### src/rtl/snes_multi_pad_reader_if.sv
// Pad-side bundle for snes_multi_pad_reader. The reader connects through the master
// modport. The pads and the game logic connect through the slave modport.
interface snes_multi_pad_reader_if #(
    parameter int NUM_PADS = 2
);
    logic                    Mode;
    logic [NUM_PADS-1:0]     Data;
    logic                    Strobe_Latch;
    logic                    Shift_Clock;
    logic [16*NUM_PADS-1:0]  Buttons;
    logic [16*NUM_PADS-1:0]  Pressed;
    logic [NUM_PADS-1:0]     Connected;
    logic                    Readable;

    modport master (
        input  Mode, Data,
        output Strobe_Latch, Shift_Clock, Buttons, Pressed, Connected, Readable
    );

    modport slave (
        output Mode, Data,
        input  Strobe_Latch, Shift_Clock, Buttons, Pressed, Connected, Readable
    );
endinterface

### src/rtl/snes_multi_pad_reader.sv
// Polls NES/SNES pads over a shared latch/clock pair and decodes their active-low serial data.
// The button, new-press and connection outputs are published once per poll frame, marked by Readable.
module snes_multi_pad_reader #(
    parameter int NUM_PADS    = 2,
    parameter int TICK_CYCLES = 300,
    parameter int POLL_TICKS  = 2778
) (
    input  logic                    Clock,
    input  logic                    Reset,
    snes_multi_pad_reader_if.master bus
);
    localparam int TW = $clog2(TICK_CYCLES);
    localparam int PW = $clog2(POLL_TICKS);
    localparam int BW = 16 * NUM_PADS;

    typedef enum logic [1:0] {IDLE, LATCH, SHIFT, DONE} state_t;

    state_t             state;
    logic [TW-1:0]      tick_cnt;
    logic [PW-1:0]      poll_cnt;
    logic               tick;
    logic               phase;
    logic [3:0]         bit_idx;
    logic               mode_q;
    logic               strobe_q;
    logic               sclk_q;
    logic               readable_q;
    logic [BW-1:0]      buttons_q;
    logic [BW-1:0]      pressed_q;
    logic [NUM_PADS-1:0] connected_q;
    logic [15:0]        raw [NUM_PADS];

    logic [BW-1:0]       next_buttons;
    logic [BW-1:0]       next_pressed;
    logic [NUM_PADS-1:0] next_connected;
    logic [3:0]          last_bit;
    logic [3:0]          next_bit;

    // SNES pads report ID 4'b1111 in bits 15:12. An absent pad reads all zeros because of the pull-downs.
    function automatic logic pad_connected(input logic [15:0] r, input logic snes);
        return snes ? (r[15:12] == 4'hF) : (r[7:0] != 8'h00);
    endfunction

    function automatic logic [15:0] decode_buttons(input logic [15:0] r, input logic snes);
        logic [15:0] btn;
        btn = ~r;
        btn[15:12] = 4'h0;
        if (!snes) btn[11:8] = 4'h0;
        return btn;
    endfunction

    assign tick     = (tick_cnt == TW'(TICK_CYCLES - 1));
    assign last_bit = mode_q ? 4'd15 : 4'd7;
    assign next_bit = bit_idx + 4'd1;

    always_comb begin
        next_buttons   = '0;
        next_pressed   = '0;
        next_connected = '0;
        for (int p = 0; p < NUM_PADS; p++) begin
            next_connected[p] = pad_connected(raw[p], mode_q);
            if (next_connected[p])
                next_buttons[16*p +: 16] = decode_buttons(raw[p], mode_q);
            next_pressed[16*p +: 16] = next_buttons[16*p +: 16] & ~buttons_q[16*p +: 16];
        end
    end

    always_ff @(posedge Clock or posedge Reset) begin
        if (Reset) begin
            tick_cnt <= '0;
            poll_cnt <= '0;
        end else begin
            tick_cnt <= tick ? '0 : tick_cnt + TW'(1);
            if (tick)
                poll_cnt <= (poll_cnt == PW'(POLL_TICKS - 1)) ? '0 : poll_cnt + PW'(1);
        end
    end

    // Every transition except DONE->IDLE happens on a tick. Each pad's Data is sampled on the edge where Shift_Clock falls.
    always_ff @(posedge Clock or posedge Reset) begin
        if (Reset) begin
            state       <= IDLE;
            phase       <= 1'b0;
            bit_idx     <= '0;
            mode_q      <= 1'b0;
            strobe_q    <= 1'b0;
            sclk_q      <= 1'b1;
            readable_q  <= 1'b0;
            buttons_q   <= '0;
            pressed_q   <= '0;
            connected_q <= '0;
            for (int p = 0; p < NUM_PADS; p++) raw[p] <= '0;
        end else begin
            readable_q <= 1'b0;
            case (state)
                IDLE: begin
                    if (tick && poll_cnt == '0) begin
                        mode_q   <= bus.Mode;
                        strobe_q <= 1'b1;
                        sclk_q   <= 1'b1;
                        phase    <= 1'b0;
                        state    <= LATCH;
                    end
                end
                LATCH: begin
                    if (tick) begin
                        if (!phase) begin
                            phase <= 1'b1;
                        end else begin
                            strobe_q <= 1'b0;
                            sclk_q   <= 1'b0;
                            phase    <= 1'b0;
                            bit_idx  <= '0;
                            for (int p = 0; p < NUM_PADS; p++) raw[p][0] <= bus.Data[p];
                            state    <= SHIFT;
                        end
                    end
                end
                SHIFT: begin
                    if (tick) begin
                        if (!phase) begin
                            sclk_q <= 1'b1;
                            phase  <= 1'b1;
                        end else if (bit_idx == last_bit) begin
                            buttons_q   <= next_buttons;
                            pressed_q   <= next_pressed;
                            connected_q <= next_connected;
                            readable_q  <= 1'b1;
                            state       <= DONE;
                        end else begin
                            bit_idx <= next_bit;
                            sclk_q  <= 1'b0;
                            phase   <= 1'b0;
                            for (int p = 0; p < NUM_PADS; p++) raw[p][next_bit] <= bus.Data[p];
                        end
                    end
                end
                default: begin
                    state <= IDLE;
                end
            endcase
        end
    end

    assign bus.Strobe_Latch = strobe_q;
    assign bus.Shift_Clock  = sclk_q;
    assign bus.Buttons      = buttons_q;
    assign bus.Pressed      = pressed_q;
    assign bus.Connected    = connected_q;
    assign bus.Readable     = readable_q;
endmodule

### src/flat_wrapper.sv
// flat-port wrapper written by rule: the top's interface ports become plain ports
module snes_multi_pad_reader_flat 
#(
    parameter int NUM_PADS    = 2,
    parameter int TICK_CYCLES = 300,
    parameter int POLL_TICKS  = 2778
)
  (Clock, Reset, bus_Mode, bus_Data, bus_Strobe_Latch, bus_Shift_Clock, bus_Buttons, bus_Pressed, bus_Connected, bus_Readable);
  snes_multi_pad_reader_if #(.NUM_PADS(NUM_PADS)) bus_i ();
  input  logic Clock;
  input  logic Reset;
  input wire logic [$bits(bus_i.Mode)-1:0] bus_Mode;
  input wire logic [$bits(bus_i.Data)-1:0] bus_Data;
  output wire logic [$bits(bus_i.Strobe_Latch)-1:0] bus_Strobe_Latch;
  output wire logic [$bits(bus_i.Shift_Clock)-1:0] bus_Shift_Clock;
  output wire logic [$bits(bus_i.Buttons)-1:0] bus_Buttons;
  output wire logic [$bits(bus_i.Pressed)-1:0] bus_Pressed;
  output wire logic [$bits(bus_i.Connected)-1:0] bus_Connected;
  output wire logic [$bits(bus_i.Readable)-1:0] bus_Readable;
  assign bus_i.Mode = bus_Mode;
  assign bus_i.Data = bus_Data;
  assign bus_Strobe_Latch = bus_i.Strobe_Latch;
  assign bus_Shift_Clock = bus_i.Shift_Clock;
  assign bus_Buttons = bus_i.Buttons;
  assign bus_Pressed = bus_i.Pressed;
  assign bus_Connected = bus_i.Connected;
  assign bus_Readable = bus_i.Readable;
  snes_multi_pad_reader #(.NUM_PADS(NUM_PADS), .TICK_CYCLES(TICK_CYCLES), .POLL_TICKS(POLL_TICKS)) u_core (.Clock(Clock), .Reset(Reset), .bus(bus_i));
endmodule
### config.mk
export PLATFORM = sky130hd
export DESIGN_NAME = snes_multi_pad_reader_flat
export DESIGN_NICKNAME = d
export VERILOG_FILES = /design/src/rtl/snes_multi_pad_reader_if.sv /design/src/rtl/snes_multi_pad_reader.sv /design/src/flat_wrapper.sv
export SDC_FILE = /design/constraint.sdc
export NUM_CORES = 1
export LEC_CHECK = 0
export ABC_AREA = 1
export CELL_PAD_IN_SITES_DETAIL_PLACEMENT = 1
export CELL_PAD_IN_SITES_GLOBAL_PLACEMENT = 2
export CORE_UTILIZATION = 25
export CTS_CLUSTER_DIAMETER = 50
export DETAILED_ROUTE_END_ITERATION = 12
export GPL_TIMING_DRIVEN = 0
export MAX_ROUTING_LAYER = met4
export PLACE_DENSITY = 0.76
export SYNTH_ARGS = -nofsm -noshare
export SYNTH_HDL_FRONTEND = slang
export SYNTH_SLANG_ARGS = --single-unit
### constraint.sdc
create_clock -name Clock -period 5.6 [get_ports Clock]
set_input_delay 1.4 -clock Clock [delete_from_list [all_inputs] [get_ports Clock]]
set_output_delay 1.4 -clock Clock [all_outputs]
set_load 0.02 [all_outputs]
==> impl_metrics.csv <==
group,metric,value,unit
outcome,status,"completed",
global_route,antenna_found_initial,0,
worst_setup_path,r2r_start,"u_core.state[0]",
sta,slew_viol_final,0,
synthesis,yosysUniqueCellTypes,29,
power,clkPwrFrac,0.551,
routing,via_per_inst,4.37,
layout,finish.instance_area,0.00744,sq mm
worst_setup_path,worst_setup_path_start_kind,"flip-flop",
sta,period_needed,2950,ps
worst_setup_path,critical_path_arrival,1550,ps
routing,drtIter0Drc,207,
worst_hold_path,hp-class,"reg2reg",
floorplanning,core_area,0.0228,sq mm
clock_network,cts_tree,"done",
layout,diodes,0,
power,switching_share,0.224,
worst_setup_path,timing.critical_path.required,4200,ps
worst_hold_path,min-delay-start,"u_core.raw[27]",
job,max_cap_viol_count,0,
clock_network,clk_pin_slew,60,ps
place,dpl-instance-area,0.00686,sq mm
layout,area_growth,27.6,%
worst_setup_path,path_max_fanout,2,
global_route,grt-ovfl-total,0,
sta,fmax,339,MHz
power,intPower,0.00150,W
routing,drc,0,
clock_network,clk_path_buf_depth,2,
routing,wire_per_inst,13.8,um
power,seq_power_share,0.426,
routing,first_pass_iters,4,
floorplanning,initial_utilization,0.256,
sta,max_slew_margin,0.639,
power,ir_drop,180,uV
sta,min_period_over_period,0.526,
worst_setup_path,crit_buf_inv,1,
routing,drt_wl_total,15.9,mm
clock_network,cts.hold.buffers_added,0,
power,leakagePower,3.41,nW
global_route,track_usage,0.148,
worst_setup_path,crit_path_max_incr_delay,600,ps
power,total_power,0.00194,W
power,comb_power_share,0.023,
floorplanning,dieArea,0.0239,sq mm
synthesis,syn_avg_cell_area,7.89,sq um
synthesis,yosys_register_bits,114,
place,post-dp-hpwl,11.6,mm
synthesis,synth_cells,738,
power,p_sw,0.000433,W
floorplanning,die_height,155,um
floorplanning,die_w,155,um
layout,num-fill-cells,2710,
sta,rsz0062_at_grt,"no",
worst_setup_path,critical_path_class,"reg2out",
routing,vias,5046,
floorplanning,pin_count,74,
layout,fin_nets,846,
clock_network,cts_root_buf,"clkbuf_16",
worst_setup_path,path_delay_family,"buffers and inverters",
synthesis,synth_seq_area_share,0.490,
clock_network,cts-htree-levels,4,
worst_setup_path,slowest_stage,"clkdlybuf4s50_1",
clock_network,clk_latency,420,ps
global_route,grt_max_degree,67,
layout,drive_gt1_frac,0.0999,
place,io_buffers,55,
floorplanning,rows,55,
global_route,grt_pass1_wl,27.3,mm
clock_network,cts_buffers,17,
synthesis,synth_area,0.00583,sq mm
sta,tightest_slew,539,ps
worst_setup_path,end_kind,"primary output",
worst_setup_path,cp-startpoint,"u_core.bus.Shift_Clock",
clock_network,clock_sinks,114,
clock_network,cts-resized-gates,0,
power,power_density,260,mW/mm^2
synthesis,yosysWarnings,0,
routing,ant_nets,0,
sta,fin_skew,11.7,ps
global_route,first_global_vias,5165,
clock_network,post_cts_buffers,0,
sta,setup_violations,0,
place,gp_congestion,0.743,
worst_setup_path,path_cells,"clkdlybuf4s50_1",
sta,hold_violations,0,
-- final timing paths --
check | end | cells past startpoint | slack [ps]
min in group asynchronous | u_core.tick_cnt[2] | 2 | 1420
max in group asynchronous | u_core.bus.Buttons[10] | 3 | 3480
worst max-delay path | bus_Shift_Clock | 1 | 2650
worst min register to register | u_core.raw[27] | 2 | 470
worst min-delay path | u_core.raw[27] | 2 | 470
worst max register to register | u_core.bus.Buttons[2] | 7 | 3410
-- layout make-up --
class / count / area, sq um / area share
Sequential cell: 114 / 2850 / 0.384
Multi-Input combinational cell: 515 / 2460 / 0.331
Timing Repair Buffer: 56 / 578 / 0.0777
Clock buffer: 20 / 447 / 0.0601
Tap cell: 313 / 392 / 0.0527
Inverter: 86 / 328 / 0.0441
Buffer: 38 / 244 / 0.0328
Clock inverter: 12 / 133 / 0.0178
-- power groups by stage --
stage | registers [W] | clock network [W] | logic [W]
after detailed placement | 0.000839 | 0 | 0.0000457
after CTS | 0.000824 | 0.00109 | 0.0000459
after global routing | 0.000824 | 0.00113 | 0.0000501
after global placement | 0.000839 | 0 | 0.0000426
final | 0.000824 | 0.00107 | 0.0000443
after floorplan | 0.000839 | 0 | 0.0000329
-- placed cells by master (no fill, tap or decap), drive strengths merged, types with 5 or more instances in the layout --
cell type	n
or2	9
dfrtp	113
nand2	211
xor2	5
nand3	78
nor2	64
buf	31
clkbuf	28
nor3	15
ha	13
clkdlybuf4s50	55
o21ai	61
conb	16
clkinv	5
nand4	37
inv	88
-- flip-flops by register name, summed over array words and instances (netlist names) --
signal,flops
u_core.bus.Readable,1
u_core.poll_cnt,12
u_core.raw,32
u_core.bus.Connected,2
u_core.mode_q,1
u_core.bus.Shift_Clock,1
u_core.state,2
u_core.bus.Strobe_Latch,1
u_core.bus.Buttons,24
u_core.phase,1
u_core.tick_cnt,9
u_core.bus.Pressed,24
u_core.bit_idx,4
-- metrics by stage --
step / setup TNS, ps / utilization / worst slack [ps] / std cells / hold WS, ps
final: 0 / 0.326 / 2650 / 1154 / 467
after global routing: 0 / 0.326 / 2600 / 1154 / 494
after CTS: 0 / 0.326 / 2620 / 1154 / 471
after detailed placement: 0 / 0.301 / 2990 / 1122 / 458
after global placement: -103380 / 0.300 / -924 / 1121 / 452
after floorplan: 0 / - / 1190 / 753 / 434
-- routing by layer --
layer | part of all wire | vias up | track usage
li1 | - | 2523 | -
met1 | 0.51 | 2440 | 0.196
met2 | 0.45 | 69 | 0.229
met3 | 0.029 | 14 | 0.0305
met4 | 0.0082 | 0 | 0.0368
met5 | 0 | - | -
-- synth_stat cells, drive strengths merged --
master	count	area, sq um
dfrtp	113	2830
clkbuf	8	30.0
buf	30	214
xor2	5	43.8
ha	13	163
a21oi	3	15.0
dfstp	1	26.3
inv	86	323
nor3	15	103
nand2	211	795
xnor2	1	8.76
nand3	78	413
conb	1	3.75
nor2	64	255
a31oi	1	6.26
nand4	37	231
o22ai	1	6.26
o21ai	61	305
or2	9	56.3
-- tightest hold or removal path, stage by stage (launching register included) --
cell     delay, ps
dfrtp_1        340
nand2_1         50
nand2_1         40
-- kinds of logic (layout without fill, tap and decap cells) --
kind of cell,after synthesis,after routing,share of synthesized area
XOR/XNOR,6,6,0.00902
flip-flops,114,114,0.490
AND/OR/NAND/NOR,414,414,0.318
adder cells (fa/ha/maj),13,13,0.0279
buffers and inverters,124,212,0.0973
other,1,16,0.000644
AO/OA/AOI/OAI,66,66,0.0571
(Power assumes the default switching activity.)
